## src/rtl/julia_dispatch.sv

```systemverilog
// Round-robin issue stage for the julia worker array: walks the frame in raster order
// and hands one pixel per cycle to an idle worker. Optional cycle counter: JULIA_DISPATCH_PERF_EN.
module julia_dispatch #(
  parameter int          NUM_JULIA = 8,
  parameter int          WIDTH     = 640,
  parameter int          HEIGHT    = 480,
  parameter logic [31:0] BASE_ADDR = 32'h0
) (
  input  logic                 clk,
  input  logic                 rst,
  input  logic                 start,
  input  logic [NUM_JULIA-1:0] idle,
  output logic [NUM_JULIA-1:0] dispatch,
  output logic [15:0]          disp_x,
  output logic [15:0]          disp_y,
  output logic [31:0]          disp_address,
  output logic                 busy,
  output logic                 frame_done
`ifdef JULIA_DISPATCH_PERF_EN
  ,
  output logic [31:0]          frame_cycles
`endif
);

  localparam int PtrW = (NUM_JULIA > 1) ? $clog2(NUM_JULIA) : 1;

  typedef enum logic [1:0] {IDLE, ISSUE, DRAIN, DONE} state_e;

  state_e state_q, state_d;

  logic [NUM_JULIA-1:0] claimed_q, claimed_d;
  logic [NUM_JULIA-1:0] elig, grant;
  logic [NUM_JULIA-1:0] dispatch_q, dispatch_d;
  logic [PtrW-1:0]      ptr_q, ptr_d, grantIdx;
  logic                 grantValid, lastPixel;
  logic [15:0]          x_q, x_d, y_q, y_d;
  logic [31:0]          addr_q, addr_d;
  logic [15:0]          dispX_q, dispX_d, dispY_q, dispY_d;
  logic [31:0]          dispAddr_q, dispAddr_d;
  logic                 busy_q, busy_d, frameDone_q, frameDone_d;

  // Scan forward from the pointer for the first eligible worker; only ISSUE may grant.
  always_comb begin : arbiter
    int idx;
    idx        = 0;
    elig       = idle & ~claimed_q;
    grantValid = 1'b0;
    grantIdx   = '0;
    for (int i = 0; i < NUM_JULIA; i++) begin
      idx = int'(ptr_q) + i;
      if (idx >= NUM_JULIA) idx = idx - NUM_JULIA;
      if (!grantValid && elig[idx]) begin
        grantValid = 1'b1;
        grantIdx   = PtrW'(idx);
      end
    end
    if (state_q != ISSUE) grantValid = 1'b0;
    grant = grantValid ? (NUM_JULIA'(1) << grantIdx) : '0;
  end

  assign lastPixel = (x_q == 16'(WIDTH - 1)) && (y_q == 16'(HEIGHT - 1));

  always_ff @(posedge clk or posedge rst) begin
    if (rst) state_q <= IDLE;
    else     state_q <= state_d;
  end

  always_comb begin
    state_d = state_q;
    case (state_q)
      IDLE:    if (start) state_d = ISSUE;
      ISSUE:   if (grantValid && lastPixel) state_d = DRAIN;
      DRAIN:   if ((&idle) && (claimed_q == '0)) state_d = DONE;
      DONE:    state_d = IDLE;
      default: state_d = IDLE;
    endcase
  end

  // Claim bits mask a worker whose idle is still stale after dispatch; set beats clear.
  always_comb begin
    claimed_d   = (claimed_q & idle) | grant;
    dispatch_d  = grant;
    ptr_d       = ptr_q;
    x_d         = x_q;
    y_d         = y_q;
    addr_d      = addr_q;
    dispX_d     = dispX_q;
    dispY_d     = dispY_q;
    dispAddr_d  = dispAddr_q;
    busy_d      = (state_d == ISSUE) || (state_d == DRAIN);
    frameDone_d = (state_d == DONE);
    if (state_q == IDLE && start) begin
      x_d    = '0;
      y_d    = '0;
      addr_d = BASE_ADDR;
    end
    if (grantValid) begin
      dispX_d    = x_q;
      dispY_d    = y_q;
      dispAddr_d = addr_q;
      addr_d     = addr_q + 32'd1;
      ptr_d      = (grantIdx == PtrW'(NUM_JULIA - 1)) ? '0 : grantIdx + PtrW'(1);
      if (x_q == 16'(WIDTH - 1)) begin
        x_d = '0;
        y_d = y_q + 16'd1;
      end else begin
        x_d = x_q + 16'd1;
      end
    end
  end

  always_ff @(posedge clk or posedge rst) begin
    if (rst) begin
      claimed_q   <= '0;
      dispatch_q  <= '0;
      ptr_q       <= '0;
      x_q         <= '0;
      y_q         <= '0;
      addr_q      <= BASE_ADDR;
      dispX_q     <= '0;
      dispY_q     <= '0;
      dispAddr_q  <= BASE_ADDR;
      busy_q      <= 1'b0;
      frameDone_q <= 1'b0;
    end else begin
      claimed_q   <= claimed_d;
      dispatch_q  <= dispatch_d;
      ptr_q       <= ptr_d;
      x_q         <= x_d;
      y_q         <= y_d;
      addr_q      <= addr_d;
      dispX_q     <= dispX_d;
      dispY_q     <= dispY_d;
      dispAddr_q  <= dispAddr_d;
      busy_q      <= busy_d;
      frameDone_q <= frameDone_d;
    end
  end

  assign dispatch     = dispatch_q;
  assign disp_x       = dispX_q;
  assign disp_y       = dispY_q;
  assign disp_address = dispAddr_q;
  assign busy         = busy_q;
  assign frame_done   = frameDone_q;

`ifdef JULIA_DISPATCH_PERF_EN
  logic [31:0] cyc_q, cyc_d, cycInc, frameCycles_q, frameCycles_d;

  // The snapshot includes the final DRAIN cycle, hence the incremented value.
  always_comb begin
    cycInc        = (cyc_q == 32'hFFFF_FFFF) ? cyc_q : cyc_q + 32'd1;
    cyc_d         = cyc_q;
    frameCycles_d = frameCycles_q;
    if (state_q == IDLE && start) cyc_d = '0;
    else if (state_q == ISSUE || state_q == DRAIN) cyc_d = cycInc;
    if (state_q == DRAIN && state_d == DONE) frameCycles_d = cycInc;
  end

  always_ff @(posedge clk or posedge rst) begin
    if (rst) begin
      cyc_q         <= '0;
      frameCycles_q <= '0;
    end else begin
      cyc_q         <= cyc_d;
      frameCycles_q <= frameCycles_d;
    end
  end

  assign frame_cycles = frameCycles_q;
`endif

endmodule

```

## config.mk

```make
export PLATFORM = sky130hd
export DESIGN_NAME = julia_dispatch
export DESIGN_NICKNAME = d
export VERILOG_FILES = /design/src/rtl/julia_dispatch.sv
export SDC_FILE = /design/constraint.sdc
export NUM_CORES = 1
export LEC_CHECK = 0
export ABC_AREA = 1
export CAP_MARGIN = 20
export CORE_ASPECT_RATIO = 0.9
export CORE_MARGIN = 1.5
export CORE_UTILIZATION = 61
export CTS_CLUSTER_SIZE = 16
export DETAILED_ROUTE_END_ITERATION = 10
export PLACE_DENSITY = 0.85
export SLEW_MARGIN = 20
export SYNTH_ARGS = -nofsm -noshare
export SYNTH_HDL_FRONTEND = slang
export SYNTH_SLANG_ARGS = --single-unit
```

## constraint.sdc

```tcl
create_clock -name clk -period 15.15 [get_ports clk]
set_clock_uncertainty 0.15 [all_clocks]
set_input_delay 3.03 -clock clk [delete_from_list [all_inputs] [get_ports clk]]
set_output_delay 3.03 -clock clk [all_outputs]
set_load 0.05 [all_outputs]
```

Word level (Yosys, flattened, before mapping)
Index checks and enable logic that the tools add are counted.
{"block": "totals", "ff_bits": 151, "inputBits": 11, "out_inout_bits": 74, "wordCells": 148}
{"block": "classes", "n_addsub": 19, "magnitude_cmp": 16, "n_eq_ne": 10, "n_shift": 1, "n_mux": 63, "n_bitwise": 4, "n_reduce_logical": 23}
{"op": "32-bit two-way mux", "n": 10}
{"op": "32-bit by 5-bit less-than comparator with 1-bit output (second input constant)", "n": 8}
{"op": "16-bit two-way mux", "n": 6}
{"op": "4-bit by 4-bit subtractor with 5-bit output (second input constant)", "n": 7}
{"op": "16-bit by 1-bit adder with 16-bit output (second input constant)", "n": 2}
{"op": "32-bit by 1-bit adder with 32-bit output (second input constant)", "n": 1}
{"op": "4-bit greater-or-equal comparator (second input constant)", "n": 7}
{"op": "3-bit two-way mux", "n": 9}
{"op": "1-bit two-way mux", "n": 25}
{"op": "1-bit binary-select mux with 3-bit select", "n": 8}
{"op": "3-bit by 3-bit adder with 4-bit output (second input constant)", "n": 4}
{"op": "8-bit bitwise AND", "n": 2}
{"op": "16-bit by 10-bit equality test with 1-bit output (second input constant)", "n": 1}
{"op": "16-bit by 9-bit equality test with 1-bit output (second input constant)", "n": 1}
{"op": "1-bit logical AND", "n": 11}
{"op": "3-bit by 2-bit adder with 4-bit output (second input constant)", "n": 2}
{"op": "2-bit equality test (second input constant)", "n": 4}
{"op": "8-bit logical NOT", "n": 1}
{"op": "8-bit two-way mux", "n": 1}
{"op": "8-bit inverter", "n": 1}
{"op": "8-bit OR", "n": 1}
{"op": "2-bit case mux with 4 select lines", "n": 1}
{"op": "8-bit AND reduction", "n": 1}
{"op": "1-bit by 3-bit << shifter with 8-bit output (first input constant)", "n": 1}
{"op": "other kinds (12)", "n": 21}

Longest topological paths before layout
Gate-level depths: netlist of the first run.
{"block": "depth", "depth_word": 33, "depth_mapped": 21, "depth_no_buf": 19}

Least setup slack after synthesis of the first run
OpenSTA, ideal clock, no wires.
{"block": "synth_path", "path_type": "input to register", "start": "input idle[2]", "end": "register ptr_q[2]", "setup_time_ps": 122, "arrival_time_ps": 4897, "t_required_ps": 14878, "slack_ps": 9981, "stages": 18, "n_path_buf": 0, "cell_sequence": "inv_1 nor2_1 nand2_1 nand3_1 nand3_1 nand2_2 nor2_4 nand4_2 nor2_4 nand3_1 inv_1 nand2_1 o21ai_0 inv_1 ha_1 ha_1 nor2_1 a21oi_1"}
{"block": "synth_between", "elab_chain_cells": 28, "word_cells_on_any_way": 59, "classes_between": "add/sub (1); eq/ne (1); mux (42); bitwise (1); reduce/logical (14)"}
{"item": "start, declared", "line_no": "12", "text": "input logic [NUM_JULIA-1:0] idle,"}
{"item": "8-bit bitwise AND *", "line_no": "46", "text": "elig = idle & ~claimed_q;"}
{"item": "1-bit binary-select mux with 3-bit select", "line_no": "52", "text": "if (!grantValid && elig[idx]) begin"}
{"item": "1-bit two-way mux (implied by the code) (2 in series)", "line_no": "52"}
{"item": "1-bit two-way mux", "line_no": "52"}
{"item": "1-bit logical NOT", "line_no": "52"}
{"item": "1-bit logical AND", "line_no": "52"}
{"item": "1-bit two-way mux", "line_no": "52"}
{"item": "1-bit logical NOT", "line_no": "52"}
{"item": "[11 not listed]"}
{"item": "1-bit logical NOT", "line_no": "52"}
{"item": "1-bit logical AND", "line_no": "52"}
{"item": "1-bit two-way mux", "line_no": "52"}
{"item": "1-bit logical NOT", "line_no": "52"}
{"item": "1-bit logical AND", "line_no": "52"}
{"item": "3-bit two-way mux", "line_no": "52"}
{"item": "3-bit by 1-bit adder with 3-bit output or 3-bit equality test (tied branches)", "line_no": "102", "text": "ptr_d = (grantIdx == PtrW'(NUM_JULIA - 1)) ? '0 : grantIdx + PtrW'(1);"}
{"item": "3-bit two-way mux", "line_no": "102"}
{"item": "end signal, assigned", "line_no": "128", "text": "ptr_q <= ptr_d;"}
{"item": "end, declared", "line_no": "34", "text": "logic [PtrW-1:0] ptr_q, ptr_d, grantIdx;"}
Mark *: on every way between the ends. The rest lies on a longest branch, timed or not. The select of a mux whose other input is x is not followed.
A chain may end at the register's enable or synchronous reset.

Worst setup path in the final report of the first run
{"block": "layout_path", "start": "input idle[5]", "end": "register y_q[7]"}
{"block": "layout_between", "elab_chain_cells": 28, "word_cells_on_any_way": 49, "classes_between": "mux (34); bitwise (1); reduce/logical (14)"}
{"item": "8-bit bitwise AND *", "line_no": "46"}
{"item": "1-bit binary-select mux with 3-bit select", "line_no": "52"}
{"item": "1-bit two-way mux (implied by the code) (2 in series)", "line_no": "52"}
{"item": "1-bit two-way mux", "line_no": "52"}
{"item": "1-bit logical NOT", "line_no": "52"}
{"item": "1-bit logical AND", "line_no": "52"}
{"item": "1-bit two-way mux", "line_no": "52"}
{"item": "1-bit logical NOT", "line_no": "52"}
{"item": "[12 not listed]"}
{"item": "1-bit logical AND", "line_no": "52"}
{"item": "1-bit two-way mux", "line_no": "52"}
{"item": "1-bit logical NOT", "line_no": "52"}
{"item": "1-bit logical AND", "line_no": "52"}
{"item": "1-bit two-way mux *", "line_no": "52"}
{"item": "1-bit two-way mux *", "line_no": "57", "text": "if (state_q != ISSUE) grantValid = 1'b0;"}
{"item": "16-bit two-way mux *", "line_no": "97", "text": "if (grantValid) begin"}
{"item": "net y_d[7]", "line_no": "36", "text": "logic [15:0] x_q, x_d, y_q, y_d;"}
{"item": "end signal, assigned", "line_no": "130", "text": "y_q <= y_d;"}
{"item": "end, declared", "line_no": "36"}
The timed path passes the listed nets; every way through them passes the cells marked *. The select of a mux whose other input is x is not followed.

==> results of run 1 <==
area by class of cell:
cell class                      instances  area (sq um)
Timing Repair Buffer                   86         855.8
Tap cell                              164         205.2
Fill cell                             967          3351
Multi-Input combinational cell        644          3386
Clock buffer                           23         467.9
Inverter                              125         474.2
Sequential cell                       151          3779
Clock inverter                          7         120.1
cell families (layout without fill, tap and decap cells):
group                    Yosys count  in the layout  synth area share, %
buffers and inverters            160            241                9.358
AO/OA/AOI/OAI                    159            159                11.42
flip-flops                       151            151                47.90
XOR/XNOR                          41             41                4.742
AND/OR/NAND/NOR                  432            432                24.68
adder cells (fa/ha/maj)           12             12                1.903
cells in the final DEF, fill, tap and decap left out, types with 3 or more instances in the layout:
cell type,instances
nand2_1,205
dfrtp_1,151
inv_1,117
nand3_1,85
clkdlybuf4s50_1,84
nor2_1,69
o21ai_0,58
o22ai_1,49
xor2_1,37
o21ai_1,32
nor3_1,25
nand4_1,23
clkbuf_16,17
ha_1,12
nand3_2,9
nor4_1,8
o21ai_2,7
a21oi_1,6
inv_2,5
clkbuf_1,4
bufinv_16,3
power by group:
part	total, W	internal, W	switching (W)
combinational	0.00115	0.000348	0.000804
sequential	0.000648	0.000539	0.000108
clock	0.000428	0.000266	0.000161
total	0.00223	0.00115	0.00107
path summary, 6_finish.rpt:
path	slack, ns	endpoint	cells past startpoint
max	8.72	y_q[7]	12
min	0.32	claimed_q[6]	2
max reg2reg	10.31	y_q[7]	13
min reg2reg	0.32	claimed_q[6]	2
max in group asynchronous	10.62	claimed_q[2]	3
min in group asynchronous	3.01	addr_q[23]	2
tightest hold or removal path, cell delays in order (launching register included):
cell and delay, ns:
dfrtp_1 0.34, nand2_1 0.05, nand2_1 0.06
sequential cells by signal, indices dropped and copies added, names as in the netlist:
register and cells:
ptr_q 3, x_q 16, claimed_q 8, dispatch 8, disp_address 32, busy 1
disp_y 16, disp_x 16, addr_q 32, state_q 2, y_q 16, frame_done 1
layer usage:
layer,global-route usage (%),up-vias,share of wire (%)
met1,42.61,3276,46
met2,44.41,280,46
met5,0,-,0
met3,5.298,44,6.2
met4,10.70,0,2.2
li1,-,3297,-
through the flow:
step | std cells | hold WS (ns) | worst slack, ns
floorplan | 955 | 0.2937 | 7.905
global placement | 1170 | 0.3126 | 8.114
detailed placement | 1170 | 0.3147 | 8.021
CTS | 1200 | 0.3297 | 8.468
global route | 1200 | 0.3545 | 8.412
finish | 1200 | 0.3250 | 8.722
==> out/results.tsv, run 1 <==
stage	metric	value	unit
synth	synth.top_cell.area_share	47.90	%
route	wirelength	18800	um
critical_path	slowest_delay	0.82	ns
critical_path	crit_start	idle[5]	
global_routing	grt_max_degree	194	
synth	yosysUniqueCellTypes	37	
clock_network	numCtsBuffers	17	
critical_path	crit_slowest_cell	nand2_8	
clock_network	clockRootBuffer	clkbuf_16	
status	status	complete, no violations	
synth	yosysTopAreaCell	dfrtp_1	
hold_path	worstHoldStart	claimed_q[6]	
floorplanning	die_w	122.9	um
power	irDropWorstVdd	0.1648	mV
clock_network	cts.sinks	151	
route	vias	6897	
place	placed_cell_area	0.008695	sq mm
synth	synth_edf_count	0	
synth	synth_area_per_cell	8.261	sq um
synth	synth_most_common_cell	nand2_1	
clock_network	cts_tree	yes	
floorplanning	io_pins	85	
timing	hold_viol	0	
clock_network	clock_latency	0.43	ns
synth	ys_seq_elements	151	
timing	setup_viol	0	
timing	tns	0	ns
timing	max_slew.worst_pin.slew	1.066	ns
cells_and_area	final_util	73.49	%
cells_and_area	syn2layout_area_growth	17.73	%
cells_and_area	drive_gt1_share	5.695	%
clock_network	clockBufferDepth	2	
route	dr.pass1.iters	6	
power	total_power	0.002228	W
timing	fmax	0.1556	GHz
floorplanning	rows	39	
critical_path	critical_path_class	in2reg	
synth	netlist_area	0.007889	sq mm
global_routing	grt_pass1_vias	6458	
floorplanning	core-area	0.01264	sq mm
clock_network	cts_resized	0	
place	gp_congestion	0.9596	
place	dp_hpwl	12350	um
route	drc	0	
critical_path	required	15.33	ns
global_routing	grt_pass1_wl	31560	um
critical_path	cpMostUsedCell	nand3_1	
power	p_per_area	239.9	mW/mm^2
critical_path	regToRegStartpoint	ptr_q[0]	
global_routing	grt-ovfl-total	0	
critical_path	crit_path_end_kind	register	
global_routing	antenna_found_initial	0	
critical_path	path_cells	clkdlybuf4s50_1 > nand3_1 > nand3_1 > nand3_1 > nand2_1 > nor2_4 > nand4_2 > nor2_4 > nand3_4 > nand2_8 > nand2_4 > o21ai_0	
route	drt_iter0_drc	730	
place	io_buffers	84	
synth	postSynthCellCount	955	
run	cap_violations	0	
floorplanning	die_h	110.9	um
cells_and_area	fin_area	0.009288	sq mm
hold_path	worstHoldPathType	reg2reg	
critical_path	arrival	6.61	ns
cells_and_area	fin_nets	1048	
power	p_leak	4.103	nW
synth	synth.yosys.seq_area_share	47.90	%
critical_path	cp_num_buf_inv	1	
synth	synthesis.nets	978	
synth	ys_top_cells_by_area	dfrtp_1 48%, nand2_1 9.8%, inv_1 5.6%	
critical_path	setup.worst_path.start_class	primary input	
synth	synthArstFlopShare	100.0	%
route	wl_per_cell	15.67	um
cells_and_area	antenna_cells	0	
clock_network	holdBufCountCts	0	
timing	finalMaxSlewViolations	0	
timing	period_share	42.43	%
clock_network	cts-htree-levels	4	
global_routing	grt_usage	29.42	%
timing	min_period	6.428	ns
floorplanning	dieArea	0.01362	sq mm
clock_network	post_cts_buffers	0	
timing	slew-limit-headroom	28.94	%
synth	ys.flop_type	dfrtp_1	
timing	rsz0062_at_grt	false	
synth	synthTopCellsByCount	205 x nand2_1, 151 x dfrtp_1, 118 x inv_1	
critical_path	critPathTopFamily	simple AND/OR/NAND/NOR gates	
synth	yosysWarnings	0	
route	vias_per_cell	5.748	
clock_network	cts.clk_slew.worst_paths	0.06	ns
route	antenna_left	0	
critical_path	cp_max_fo	193	
floorplanning	start_util	62.42	%
Note: power is estimated with default switching activity, not from simulation.
==> run 2, diff against run 1 <==
--- a/config.mk
+++ b/config.mk
@@ -9,10 +9,10 @@
 export CAP_MARGIN = 20
 export CORE_ASPECT_RATIO = 0.9
 export CORE_MARGIN = 1.5
-export CORE_UTILIZATION = 61
+export CORE_UTILIZATION = 57
 export CTS_CLUSTER_SIZE = 16
 export DETAILED_ROUTE_END_ITERATION = 10
-export PLACE_DENSITY = 0.85
+export PLACE_DENSITY = 0.8
 export SLEW_MARGIN = 20
 export SYNTH_ARGS = -nofsm -noshare
 export SYNTH_HDL_FRONTEND = slang
==> constraint.sdc (replaced) <==
create_clock -name clk -period 6.1 [get_ports clk]
set_clock_uncertainty 0.15 [all_clocks]
set_input_delay 1.22 -clock clk [delete_from_list [all_inputs] [get_ports clk]]
set_output_delay 1.22 -clock clk [all_outputs]
set_load 0.05 [all_outputs]
==> out/results.tsv, run 2 (same netlist as run 1, synthesis figures left out) <==
stage	metric	value	unit	change
power	irDropWorstVdd	0.4557	mV	+180%
route	vias	6755		-2.1%
route	antenna_left	0		unchanged
cells_and_area	drive_gt1_share	6.250	%	+0.56 points
global_routing	grt_usage	26.47	%	-2.9 points
timing	rsz0062_at_grt	false		
critical_path	critical_path_class	reg2reg		
timing	tns	0	ns	unchanged
timing	max_slew.worst_pin.slew	0.9377	ns	-0.1282 ns
route	wirelength	18050	um	-4.0%
floorplanning	die_w	127.0	um	+3.4%
cells_and_area	syn2layout_area_growth	18.03	%	
critical_path	cp_max_fo	91		-53%
timing	layout_setup_ws	1.685	ns	-7.037 ns
floorplanning	die_h	114.6	um	+3.4%
place	dpl_worst_slack	1.492	ns	-6.529 ns
timing	setup_viol	0		unchanged
route	vias_per_cell	5.592		-2.7%
power	p_leak	4.117	nW	+0.34%
clock_network	clockRootBuffer	clkbuf_16		
timing	min_period	4.415	ns	
cells_and_area	final_util	69.42	%	-4.1 points
clock_network	cts.clk_slew.worst_paths	0.06	ns	about the same
floorplanning	dieArea	0.01456	sq mm	+6.8%
place	dp_hpwl	12340	um	about the same
clock_network	post_cts_buffers	0		unchanged
floorplanning	core-area	0.01341	sq mm	+6.1%
clock_network	clock_latency	0.43	ns	about the same
clock_network	holdBufCountCts	0		unchanged
global_routing	grt-ovfl-total	0		unchanged
route	wl_per_cell	14.94	um	-4.6%
critical_path	required	6.24	ns	-9.09 ns
place	io_buffers	84		unchanged
hold_path	worstHoldPathType	reg2reg		
timing	hold_viol	0		unchanged
timing	period_share	72.38	%	
critical_path	arrival	4.56	ns	-2.05 ns
global_routing	grt_pass1_wl	30570	um	-3.1%
critical_path	r2r_cells	15		+2
clock_network	cts-htree-levels	4		unchanged
route	dr.pass1.iters	5		-1
global_routing	grt_pass1_vias	6221		-3.7%
timing	finalMaxSlewViolations	0		unchanged
global_routing	grt_max_degree	107		-45%
route	drt_iter0_drc	572		-22%
clock_network	cts.sinks	151		unchanged
floorplanning	start_util	58.82	%	-3.6 points
clock_network	clockBufferDepth	2		unchanged
cells_and_area	fin_nets	1050		+0.19%
hold_path	holdPathStages	2		unchanged
route	drc	0		unchanged
cells_and_area	antenna_cells	0		unchanged
run	cap_violations	0		unchanged
cells_and_area	final_common_cell	nand2_1		
place	gp_congestion	0.9069		-5.5%
floorplanning	io_pins	85		unchanged
timing	fmax	0.2265	GHz	
critical_path	setup.worst_path.start_class	register		
timing	slew-limit-headroom	37.49	%	+8.5 points
clock_network	cts_tree	yes		
global_routing	antenna_found_initial	0		unchanged
status	status	complete, no violations		
clock_network	numCtsBuffers	17		unchanged
clock_network	cts_resized	0		unchanged
floorplanning	rows	40		+2.6%
cells_and_area	final_cell_mix	205 x nand2_1, 151 x dfrtp_1, 117 x inv_1		
critical_path	crit_path_end_kind	register		
power	p_per_area	591.2	mW/mm^2	+150%
[run 2: worst paths after layout]
kind,startpoint,end,slack [ns]
worst min register to register,disp_address[29],disp_address[29],0.33
worst max-delay path,ptr_q[0],x_q[0],1.68
max in group asynchronous,rst,ptr_q[2],3.41
worst max register to register,ptr_q[0],x_q[0],1.68
min in group asynchronous,rst,x_q[6],1.22
worst min-delay path,disp_address[29],disp_address[29],0.33
[run 2: area by class of cell]
class                           instances  area, sq um
Multi-Input combinational cell        644         3386
Tap cell                              168        210.2
Sequential cell                       151         3779
Clock inverter                         12        145.1
Timing Repair Buffer                   88        870.8
Inverter                              125        474.2
Clock buffer                           20        446.7
Fill cell                            1103         4101
[run 2: report_power, final]
| part | switching [W] | internal (W) |
|---|---|---|
| registers | 0.000272 | 0.00134 |
| logic | 0.00197 | 0.000869 |
| clock network | 0.000435 | 0.000621 |
[run 2: per-layer routing]
layer	track usage, %	routed length [um]
met5	0	0
met4	7.955	246
met3	6.308	1047
met2	39.57	8035
met1	38.52	8720
[run 2: worst max-delay path: stages, from the launching register on]
cell and delay (ns):
dfrtp_1 0.66, inv_2 0.22, ha_1 0.49, inv_1 0.20
nand3_1 0.13, nand3_1 0.13, nand2_1 0.12, nor2_4 0.12
nand4_2 0.15, nor2_4 0.18, nand3_4 0.24, nand2_8 0.29
buf_4 0.67, nor2_1 0.26, nand2_1 0.15, o21ai_1 0.07
[run 2: metrics by stage]
stage                     hold slack [ns]  area, sq um  std cells  power (W)
after floorplan                    0.2937         7889        955   0.003804
final                              0.3329         9311       1208   0.005505
after detailed placement           0.3153         8715       1176   0.004428
after global placement             0.3159         8715       1176   0.004408
after CTS                          0.3370         9306       1208   0.005509
after global routing               0.3572         9311       1208   0.005882
